[config.mk]
export PLATFORM = sky130hd
export DESIGN_NAME = wb_port_arbiter
export DESIGN_NICKNAME = d
export VERILOG_FILES = /design/src/rtl/wb_port_arbiter.sv
export SDC_FILE = /design/constraint.sdc
export NUM_CORES = 1
export LEC_CHECK = 0
export BUFFER_PORTS_ARGS = -buffer_cell sky130_fd_sc_hd__buf_2
export CAP_MARGIN = 20
export CORE_UTILIZATION = 48
export DETAILED_ROUTE_END_ITERATION = 10
export GPL_ROUTABILITY_DRIVEN = 0
export PLACE_DENSITY = 0.87
export SLEW_MARGIN = 20
export SYNTH_ARGS = -nofsm -noshare
export SYNTH_HDL_FRONTEND = slang
export SYNTH_SLANG_ARGS = --single-unit
[constraint.sdc]
create_clock -name clk -period 2.4 [get_ports clk]
set_input_delay 0 -clock clk [delete_from_list [all_inputs] [get_ports clk]]
set_output_delay 0 -clock clk [all_outputs]
set_load 0.02 [all_outputs]
[src/rtl/wb_port_arbiter.sv]
// Writeback port arbiter: round-robin between the ALU and a small LSU result FIFO,
// registered y1/y2 outputs. Optional grant/stall counters under WB_PERF_CNT_EN.
module wb_port_arbiter #(
    parameter int DEPTH = 4,
    parameter int AW    = 2
) (
    input  logic          clk,
    input  logic          rst,
    input  logic          flush,
    input  logic          alu_valid,
    output logic          alu_ready,
    input  logic [3:0]    alu_y1_ch,
    input  logic [31:0]   alu_y1_data,
    input  logic [1:0]    alu_y2_ch,
    input  logic [31:0]   alu_y2_data,
    input  logic          mem_valid,
    output logic          mem_ready,
    input  logic [3:0]    mem_y1_ch,
    input  logic [31:0]   mem_y1_data,
    output logic [3:0]    wb_y1_channel,
    output logic [31:0]   wb_y1_data,
    output logic [1:0]    wb_y2_channel,
    output logic [31:0]   wb_y2_data,
    output logic [AW:0]   fifo_count
`ifdef WB_PERF_CNT_EN
    ,
    output logic [15:0]   perf_alu_grants,
    output logic [15:0]   perf_mem_grants,
    output logic [15:0]   perf_mem_full
`endif
);

    localparam logic [AW:0] FULL_CNT = (AW+1)'(DEPTH);

    logic [3:0]    ch_mem  [DEPTH];
    logic [31:0]   dat_mem [DEPTH];
    logic [AW-1:0] wr_ptr, rd_ptr;
    logic          rr_last;
    logic          blocked, empty, full, grant_alu, grant_mem, enq;

    // rr_last = 1 means MEM was granted last, so ALU wins the next tie.
    always_comb begin
        blocked   = rst | flush;
        empty     = (fifo_count == '0);
        full      = (fifo_count == FULL_CNT);
        grant_alu = !blocked && alu_valid && (empty || rr_last);
        grant_mem = !blocked && !empty && (!alu_valid || !rr_last);
        mem_ready = !blocked && !full;
        alu_ready = grant_alu;
        enq       = mem_valid && mem_ready;
    end

    always_ff @(posedge clk) begin
        if (enq) begin
            ch_mem[wr_ptr]  <= mem_y1_ch;
            dat_mem[wr_ptr] <= mem_y1_data;
        end
    end

    always_ff @(posedge clk) begin
        if (rst || flush) begin
            wr_ptr        <= '0;
            rd_ptr        <= '0;
            fifo_count    <= '0;
            rr_last       <= 1'b1;
            wb_y1_channel <= '0;
            wb_y1_data    <= '0;
            wb_y2_channel <= '0;
            wb_y2_data    <= '0;
        end else begin
            if (enq)
                wr_ptr <= wr_ptr + 1'b1;
            if (grant_mem)
                rd_ptr <= rd_ptr + 1'b1;
            case ({enq, grant_mem})
                2'b10:   fifo_count <= fifo_count + 1'b1;
                2'b01:   fifo_count <= fifo_count - 1'b1;
                default: fifo_count <= fifo_count;
            endcase

            if (grant_alu) begin
                wb_y1_channel <= alu_y1_ch;
                wb_y1_data    <= alu_y1_data;
                wb_y2_channel <= alu_y2_ch;
                wb_y2_data    <= alu_y2_data;
                rr_last       <= 1'b0;
            end else if (grant_mem) begin
                wb_y1_channel <= ch_mem[rd_ptr];
                wb_y1_data    <= dat_mem[rd_ptr];
                wb_y2_channel <= '0;
                wb_y2_data    <= '0;
                rr_last       <= 1'b1;
            end else begin
                // Idle cycle: channel 0 makes the decoder do nothing.
                wb_y1_channel <= '0;
                wb_y1_data    <= '0;
                wb_y2_channel <= '0;
                wb_y2_data    <= '0;
            end
        end
    end

`ifdef WB_PERF_CNT_EN
    // Counters survive flush so a flush-heavy stretch is still visible.
    always_ff @(posedge clk) begin
        if (rst) begin
            perf_alu_grants <= '0;
            perf_mem_grants <= '0;
            perf_mem_full   <= '0;
        end else begin
            if (grant_alu && perf_alu_grants != 16'hFFFF)
                perf_alu_grants <= perf_alu_grants + 1'b1;
            if (grant_mem && perf_mem_grants != 16'hFFFF)
                perf_mem_grants <= perf_mem_grants + 1'b1;
            if (mem_valid && !mem_ready && perf_mem_full != 16'hFFFF)
                perf_mem_full <= perf_mem_full + 1'b1;
        end
    end
`else
    // Counters compiled out; arbitration is unaffected.
`endif

endmodule

# After elaboration in Yosys (flattened, before gate mapping)
# Memories as Yosys holds them, arrays and structs flattened. A register that Yosys moved wholly into a read port is not among the register bits.
# Cells that the tools add are included.
word_totals:
  output_inout_bits: 75
  reg_bits: 78
  mem_bits_rw: 144
  mem_count: 2
  inputBits: 111
  elab_cells: 50
memory_table:
  columns: ["name", "words", "word_bits", "rd", "rd_clocked_by_memory_dff", "write_ports", "line_no", "source"]
  rows:
  - ["dat_mem", 4, 32, 1, 1, 1, "36", "logic [31:0] dat_mem [DEPTH];"]
  - ["ch_mem", 4, 4, 1, 1, 1, "35", "logic [3:0] ch_mem [DEPTH];"]
op_classes:
  n_bitwise: 2
  n_eq_ne: 3
  reduce_logical: 18
  muxes: 13
  add_sub_neg: 4
op_table:
  columns: ["cell", "count"]
  rows:
  - ["$mux 32", 2]
  - ["$mux 2", 4]
  - ["$mux 4", 2]
  - ["$logic_and 1x1->1", 6]
  - ["$pmux 3 s2", 1]
  - ["$logic_not 1->1", 5]
  - ["$add 2x1->2 const B", 2]
  - ["$mux 1", 4]
  - ["$reduce_bool 2->1", 2]
  - ["$add 3x1->3 const B", 1]
  - ["$eq 3x3->1 const B", 1]
  - ["$logic_not 3->1", 1]
  - ["$logic_or 1x1->1", 3]
  - ["$sub 3x1->3 const B", 1]
  - ["$eq 2x1->1 const B", 1]
  - ["$eq 2x2->1 const B", 1]
  - ["$reduce_or 2->1", 1]
  - ["$not 1->1", 1]
  - ["$or 1x1->1", 1]

# Depth between registers and ports, before layout
# Gate-level depths: netlist (run 1).
logic_depth:
  ltp_word: 6
  mapped_depth: 10
  ltp_nobuf: 9

# Worst setup path after synthesis (run 1)
# Ideal clock, no wire load.
synth_timing:
  kind: "flip-flop to flip-flop"
  from: "register fifo_count[2]"
  to: "register fifo_count[2]"
  setup_ps: 70
  stages_incl_launch_ff: 11
  arrival_ps: 2388
  path_buffers: 1
  synth_period_minus_slack_ps: 2458
  t_required_ps: 2330
  slack_ps: -58
  path_cell_list: "dfxtp_1 > or3b_1 > and3_1 > clkbuf_1 > inv_2 > ha_1 > inv_1 > fa_1 > xor2_1 > or3_1 > a21oi_1"
synth_via:
  elab_chain_cells: 6
  elab_cells_between_ends: 14
  cone_classes: "2 x add/sub; 3 x eq/ne; 1 x mux; 8 x reduce/logical"
synth_rtl:
  columns: ["item", "line_no", "source"]
  rows:
  - ["from (decl)", "24", "output logic [AW:0] fifo_count"]
  - ["from (signal assigned)", "76", "2'b10: fifo_count <= fifo_count + 1'b1;"]
  - ["from (signal assigned)", "77", "2'b01: fifo_count <= fifo_count - 1'b1;"]
  - ["from (signal assigned)", "78", "default: fifo_count <= fifo_count;"]
  - ["$eq 3x3->1 or $logic_not 3->1 (tied branches)", "45, 44", null]
  - ["$logic_not 1->1 (on tied branches)", "48, 47", null]
  - ["$logic_and 1x1->1 (on tied branches)", "48, 47", null]
  - ["$logic_and 1x1->1 (on tied branches)", "50, 47", null]
  - ["$eq 2x1->1 or $eq 2x2->1 (tied branches)", "75", "case ({enq, grant_mem})"]
  - ["$pmux 3 s2 or $reduce_bool 2->1 (tied branches)", null, null]
# Several ways; a longest one is shown, not always the timed one.
# A chain may end at the register's enable or synchronous reset.

# Final worst setup path (run 1)
layout_timing:
  from: "register fifo_count[1]"
  to: "register fifo_count[2]"
# Same word-level chain as after synthesis.

==> results.json, run 1 <==
{
  "status": "completed",
  "holdCritPathClass": "primary input to flip-flop",
  "netlist_instances": 405,
  "synthFlopType": "edfxtp_1",
  "grt_usage": 0.209,
  "yosysMostFrequentCell": "edfxtp_1",
  "period_needed_ns": 2.33,
  "power_density_nw_per_um2": 746,
  "combPwrFrac": 0.060,
  "io_pins": 186,
  "worst_ep_arrival_time_ns": 2.74,
  "final_nets": 825,
  "synth_edf_count": 144,
  "hold_depth": 4,
  "dr.pass1.iters": 4,
  "crit_chain": "or3b_4, and3_4, inv_2, ha_1, inv_1, fa_1, xor2_1, or3_1, a21oi_2",
  "cts_made_buffers": 23,
  "critPathRequiredTime_ns": 2.81,
  "crit_path_end_kind": "flip-flop",
  "yosysWarningCount": 0,
  "r2r-end": "fifo_count[2]",
  "grt_max_degree": 42,
  "fin_cells": 940,
  "synth_area_leaders": "edfxtp_1 55%, dfxtp_1 20%, mux4_2 10%",
  "reg2reg_slack_ns": 0.07,
  "finalMaxSlewViolations": 0,
  "synth_seq_cells": 224,
  "drc": 0,
  "hold_ws_ns": 0.0346,
  "final-seq-area_sq_um": 5930,
  "critPathLaunchType": "flip-flop",
  "die-area_sq_um": 16800,
  "max_cap_violations": 0,
  "hold_end": "wr_ptr[0]",
  "antenna_found_initial": 0,
  "cts_buffer_depth": 3,
  "p_leak_uw": 0.00414,
  "power_frac_seq": 0.518,
  "clk_pin_slew_ns": 0.06,
  "tightest_slew_ns": 1.04,
  "yosys.area.top_type": "edfxtp_1",
  "areaGrowthSynthToFinish_pct": 38.0,
  "clock_tree.root_cell": "clkbuf_16",
  "first_global_vias": 5173,
  "worstSetupStartpoint": "fifo_count[1]",
  "slew_headroom": 0.305,
  "via_per_inst": 5.20,
  "setup_tns_ns": 0,
  "drt-total-wl_mm": 17.6,
  "fillers": 999,
  "routedWlPerCell_um": 18.8,
  "worst-setup-path-type": "flip-flop to flip-flop",
  "hold_start": "mem_valid",
  "rsz0062_at_grt": "false",
  "critPathMaxFanout": 6,
  "clockPowerShare": 0.422,
  "r2r-start": "fifo_count[1]",
  "drtAntennaViolNets": 0,
  "worst_r2r_path_depth": 9,
  "switchingPower_uw": 1650,
  "p_sw_frac": 0.204,
  "clock_sinks": 224,
  "peakVddDrop_mv": 0.573,
  "ys_async_sr_fraction": 0,
  "die_x_um": 130,
  "start_util": 0.493,
  "avgSynthCellArea_sq_um": 19.4,
  "syn_nets": 522,
  "dr_total_vias": 4889,
  "ys_seq_area_frac": 0.756,
  "synth_cell_types": 29,
  "hpwl_mm": 9.60,
  "port_buffers": 185,
  "die_h_um": 130,
  "p_total_uw": 8070,
  "fin_skew_ns": 0.00990,
  "timing.final.crit_share": 0.970,
  "antenna_cells": 0,
  "grt-ovfl-total": 0,
  "insertion_delay_ns": 0.50,
  "finalSetupViolCount": 0,
  "drt_iter0_markers": 286,
  "dp.cells": 790,
  "num_rows": 46,
  "syn_area_sq_um": 7840,
  "slowest_delay_ns": 0.40,
  "critPathSlowestCell": "or3b_4",
  "synthTopCellsByCount": "144 x edfxtp_1, 80 x dfxtp_1, 40 x and2_1, 36 x a32o_1, 36 x mux4_2",
  "cts_tree": "yes",
  "synth_top_area_share": 0.552,
  "grt_pass1_wl_mm": 26.2,
  "hold_violations": 0,
  "multi_input_area_sq_um": 1760,
  "htreeDepth": 1,
  "max_freq_ghz": 0.429,
  "core_area_sq_um": 15900,
  "drive_gt1_frac": 0.390,
  "p_int_uw": 6420
}
[cells by family (layout without fill, tap and decap cells)]
family | count (synthesis) | after routing | synth area share
AO/OA/AOI/OAI | 46 | 46 | 0.0548
XOR/XNOR | 2 | 2 | 0.00224
adder cells (fa/ha/maj) | 6 | 6 | 0.0105
buffers and inverters | 31 | 350 | 0.0230
flip-flops | 224 | 224 | 0.756
multiplexers | 39 | 39 | 0.107
AND/OR/NAND/NOR | 57 | 57 | 0.0461
[worst max path at each step]
stage	to	slack, ns	depth (start not counted)
after floorplan	fifo_count[2]	0.005	10
after global placement	fifo_count[2]	0.19	9
after detailed placement	fifo_count[2]	0.06	9
after CTS	fifo_count[2]	0.04	9
after global routing	fifo_count[2]	0.004	9
final	fifo_count[2]	0.07	9
[critical path: cells and delay by family, from the launching register on]
family                     cells  cell delay [ns]
xor gates and xnor gates       1             0.17
DFF                            1             0.35
buffers and inverters          2             0.12
adders and majority gates      2             0.55
AOI/OAI and AO/OA              1             0.15
and+or+nand+nor                3             0.93
[area by class of cell]
class                      instances  share of cell area
multi-input combinational        150               0.162
tap                              216              0.0250
sequential                       224               0.549
inverter                           8             0.00278
clock buffer                      29              0.0591
clock inverter                    12             0.00867
timing repair buffer             301               0.194
[placed cells by master (no fill, tap or decap), types with 2 or more instances in the layout]
cell type / count
nand2_1: 3
dfxtp_1: 75
clkbuf_16: 24
a21oi_1: 4
and2_2: 4
ha_1: 5
o21ai_0: 3
nor2_1: 3
or3_1: 3
clkbuf_8: 2
mux4_2: 36
edfxtp_1: 144
inv_1: 7
clkinv_1: 3
and2_1: 36
clkinv_2: 5
buf_12: 2
mux2i_1: 3
a32o_1: 36
xor2_1: 2
clkbuf_1: 3
dlygate4sd3_1: 109
buf_4: 5
buf_2: 185
dfxtp_2: 4
[stage by stage]
| stage | utilization | worst slack (ns) | instance area [sq um] |
|---|---|---|---|
| finish | 0.681 | 0.0713 | 10800 |
| global route | 0.681 | 0.00418 | 10800 |
| detailed placement | 0.565 | 0.0623 | 8980 |
| floorplan | - | 0.00507 | 7840 |
| global placement | 0.565 | 0.194 | 8980 |
| CTS | 0.680 | 0.0438 | 10800 |
[per-layer routing]
layer / track usage / vias to the layer above / part of all wire
met2: 0.390 / 193 / 0.53
li1: - / 2210 / -
met1: 0.231 / 2438 / 0.38
met3: 0.0463 / 48 / 0.053
met5: 0 / - / 0
met4: 0.0800 / 0 / 0.030
[registers in the layout, summed over array words and instances, names as in the netlist, named ones only]
name and cells:
wb_y1_channel 4, wb_y2_data 32, wr_ptr 2, ch_mem 16, rd_ptr 2, rr_last 1, wb_y2_channel 2, wb_y1_data 32
dat_mem 128, fifo_count 3
[power groups by stage]
stage               registers, uW  clock network, uW  logic (uW)
detailed placement           4260                  0         339
floorplan                    4300                  0         114
CTS                          4180               3450         478
finish                       4180               3410         487
global placement             4260                  0         318
global route                 4180               3620         523
[repair_timing]
item,4_1_cts,5_1_grt
hold buffers,109,0
resized for setup,0,6
endpoints found under the setup margin,0,1
hold endpoints to repair,217,0
setup buffers,0,0
No activity file was read; power rests on OpenSTA's default activity.
==> run 2: changes to the inputs <==
--- a/config.mk
+++ b/config.mk
@@ -7,10 +7,12 @@
 export LEC_CHECK = 0
 export BUFFER_PORTS_ARGS = -buffer_cell sky130_fd_sc_hd__buf_2
 export CAP_MARGIN = 20
-export CORE_UTILIZATION = 48
+export CELL_PAD_IN_SITES_DETAIL_PLACEMENT = 1
+export CELL_PAD_IN_SITES_GLOBAL_PLACEMENT = 1
+export CORE_UTILIZATION = 40
 export DETAILED_ROUTE_END_ITERATION = 10
-export GPL_ROUTABILITY_DRIVEN = 0
 export PLACE_DENSITY = 0.87
+export SETUP_SLACK_MARGIN = 0.3
 export SLEW_MARGIN = 20
 export SYNTH_ARGS = -nofsm -noshare
 export SYNTH_HDL_FRONTEND = slang
==> results.json, run 2 (synthesized netlist as in run 1, its figures left out) <==
{
  "status": "completed",
  "io_pins": 186,
  "top_register": "dat_mem",
  "fin_skew_ns": 0.0185,
  "fin_cells": 993,
  "die_x_um": 142,
  "final-seq-area_sq_um": 5940,
  "drc": 0,
  "drive_gt1_frac": 0.399,
  "core_area_sq_um": 19000,
  "htreeDepth": 1,
  "drt-total-wl_mm": 21.0,
  "first_global_vias": 5636,
  "finalMaxSlewViolations": 0,
  "p_leak_uw": 0.00421,
  "dr.pass1.iters": 4,
  "slew_headroom": 0.607,
  "multi_input_area_sq_um": 1790,
  "grt_max_degree": 42,
  "worst_r2r_path_depth": 9,
  "tightest_slew_ns": 0.590,
  "timing.final.crit_share": 0.947,
  "grt-ovfl-total": 0,
  "critPathMaxFanout": 6,
  "routedWlPerCell_um": 21.1,
  "critPathRequiredTime_ns": 2.83,
  "final_nets": 831,
  "worst-setup-path-type": "flip-flop to flip-flop",
  "dp.cells": 835,
  "most-common-layout-cells": "185 x buf_2, 144 x edfxtp_1, 109 x dlygate4sd3_1",
  "port_buffers": 185,
  "num_rows": 50,
  "areaGrowthSynthToFinish_pct": 40.4,
  "power_density_nw_per_um2": 751,
  "grt_pass1_wl_mm": 31.2,
  "clock_sinks": 224,
  "cts_tree": "yes",
  "setup_tns_ns": 0,
  "die_h_um": 142,
  "place_congestion": 0.735,
  "fillers": 1779,
  "antenna_found_initial": 2,
  "cts_buffer_depth": 3,
  "rsz0062_at_grt": "true",
  "via_per_inst": 4.94,
  "hold_violations": 0,
  "drt_iter0_markers": 168,
  "start_util": 0.413,
  "worst_ep_arrival_time_ns": 2.70,
  "period_needed_ns": 2.27,
  "largest_reg_flops": 128,
  "cts_made_buffers": 24,
  "critPathLaunchType": "flip-flop",
  "hpwl_mm": 11.8,
  "clk_pin_slew_ns": 0.06,
  "crit_path_end_kind": "flip-flop",
  "hold_depth": 3,
  "largest_registers": "dat_mem x128, wb_y1_data x32, wb_y2_data x32",
  "holdCritPathClass": "primary input to flip-flop",
  "max_cap_violations": 0,
  "drtAntennaViolNets": 0,
  "max_freq_ghz": 0.440,
  "clock_tree.root_cell": "clkbuf_16",
  "finalSetupViolCount": 0,
  "peakVddDrop_mv": 0.617,
  "die-area_sq_um": 20200,
  "insertion_delay_ns": 0.50,
  "grt_usage": 0.208,
  "dr_total_vias": 4907,
  "layout_commonest_cell": "buf_2"
}
==> run 2: cell count changes in the layout (fill, tap and decap cells not counted), sizes merged <==
cell      change
diode         +2
clkbuf        +4
clkinvlp      -1
inv           -1
buf           +5
==> run 2: per-stage QoR <==
| step | power (uW) | hold slack [ns] | cell area [sq um] | utilization | setup WS [ns] |
|---|---|---|---|---|---|
| after floorplan | 4420 | 0.0989 | 7880 | - | 0.221 |
| after global placement | 4580 | 0.199 | 9070 | 0.478 | 0.267 |
| after detailed placement | 4610 | 0.206 | 9070 | 0.478 | 0.187 |
| after CTS | 8320 | 0.00145 | 11000 | 0.578 | 0.212 |
| after global routing | 8510 | 0.0778 | 11000 | 0.581 | 0.0944 |
| final | 8270 | 0.0580 | 11000 | 0.581 | 0.127 |
==> run 2: routing by layer <==
metal | vias to the layer above | share of wire | track usage | wire, um
li1 | 2223 | - | - | -
met1 | 2456 | 0.37 | 0.230 | 7840
met2 | 176 | 0.55 | 0.404 | 11500
met3 | 52 | 0.041 | 0.0262 | 870
met4 | 0 | 0.035 | 0.0798 | 733
met5 | - | 0 | 0 | 0
==> run 2: area by class of cell <==
type                       instances  share of cell area
multi-input combinational        150               0.163
clock buffer                      33              0.0641
tap                              260              0.0296
antenna                            2            0.000455
clock inverter                    10             0.00648
timing repair buffer             306               0.194
inverter                           8             0.00296
sequential                       224               0.540
==> run 2: power by group <==
group	switching (uW)	total (uW)	internal, uW
logic	239	505	266
clock network	1440	3590	2150
registers	20.3	4180	4160
total	1700	8270	6570
==> run 2: worst max-delay path, stage by stage, from the launching register on <==
cell and delay (ns):
dfxtp_4 0.38, or3b_4 0.38, and3_4 0.18, inv_4 0.05, ha_4 0.12, inv_1 0.05, fa_2 0.35, xor2_1 0.18
or3_1 0.36, a21oi_1 0.14
==> run 2: final timing paths <==
path	start	end	slack, ns
max	fifo_count[2]	fifo_count[2]	0.13
min	rst	fifo_count[1]	0.06
max reg2reg	fifo_count[2]	fifo_count[2]	0.13
min reg2reg	wr_ptr[1]	wr_ptr[1]	0.52
==> run 2: repair_timing <==
item | in CTS | in global routing
setup buffers | 0 | 4
hold buffers | 109 | 0
resized for setup | 6 | 4
endpoints found under the setup margin | 146 | 2
endpoints found under the hold margin | 218 | 0
pin swaps | 1 | 1
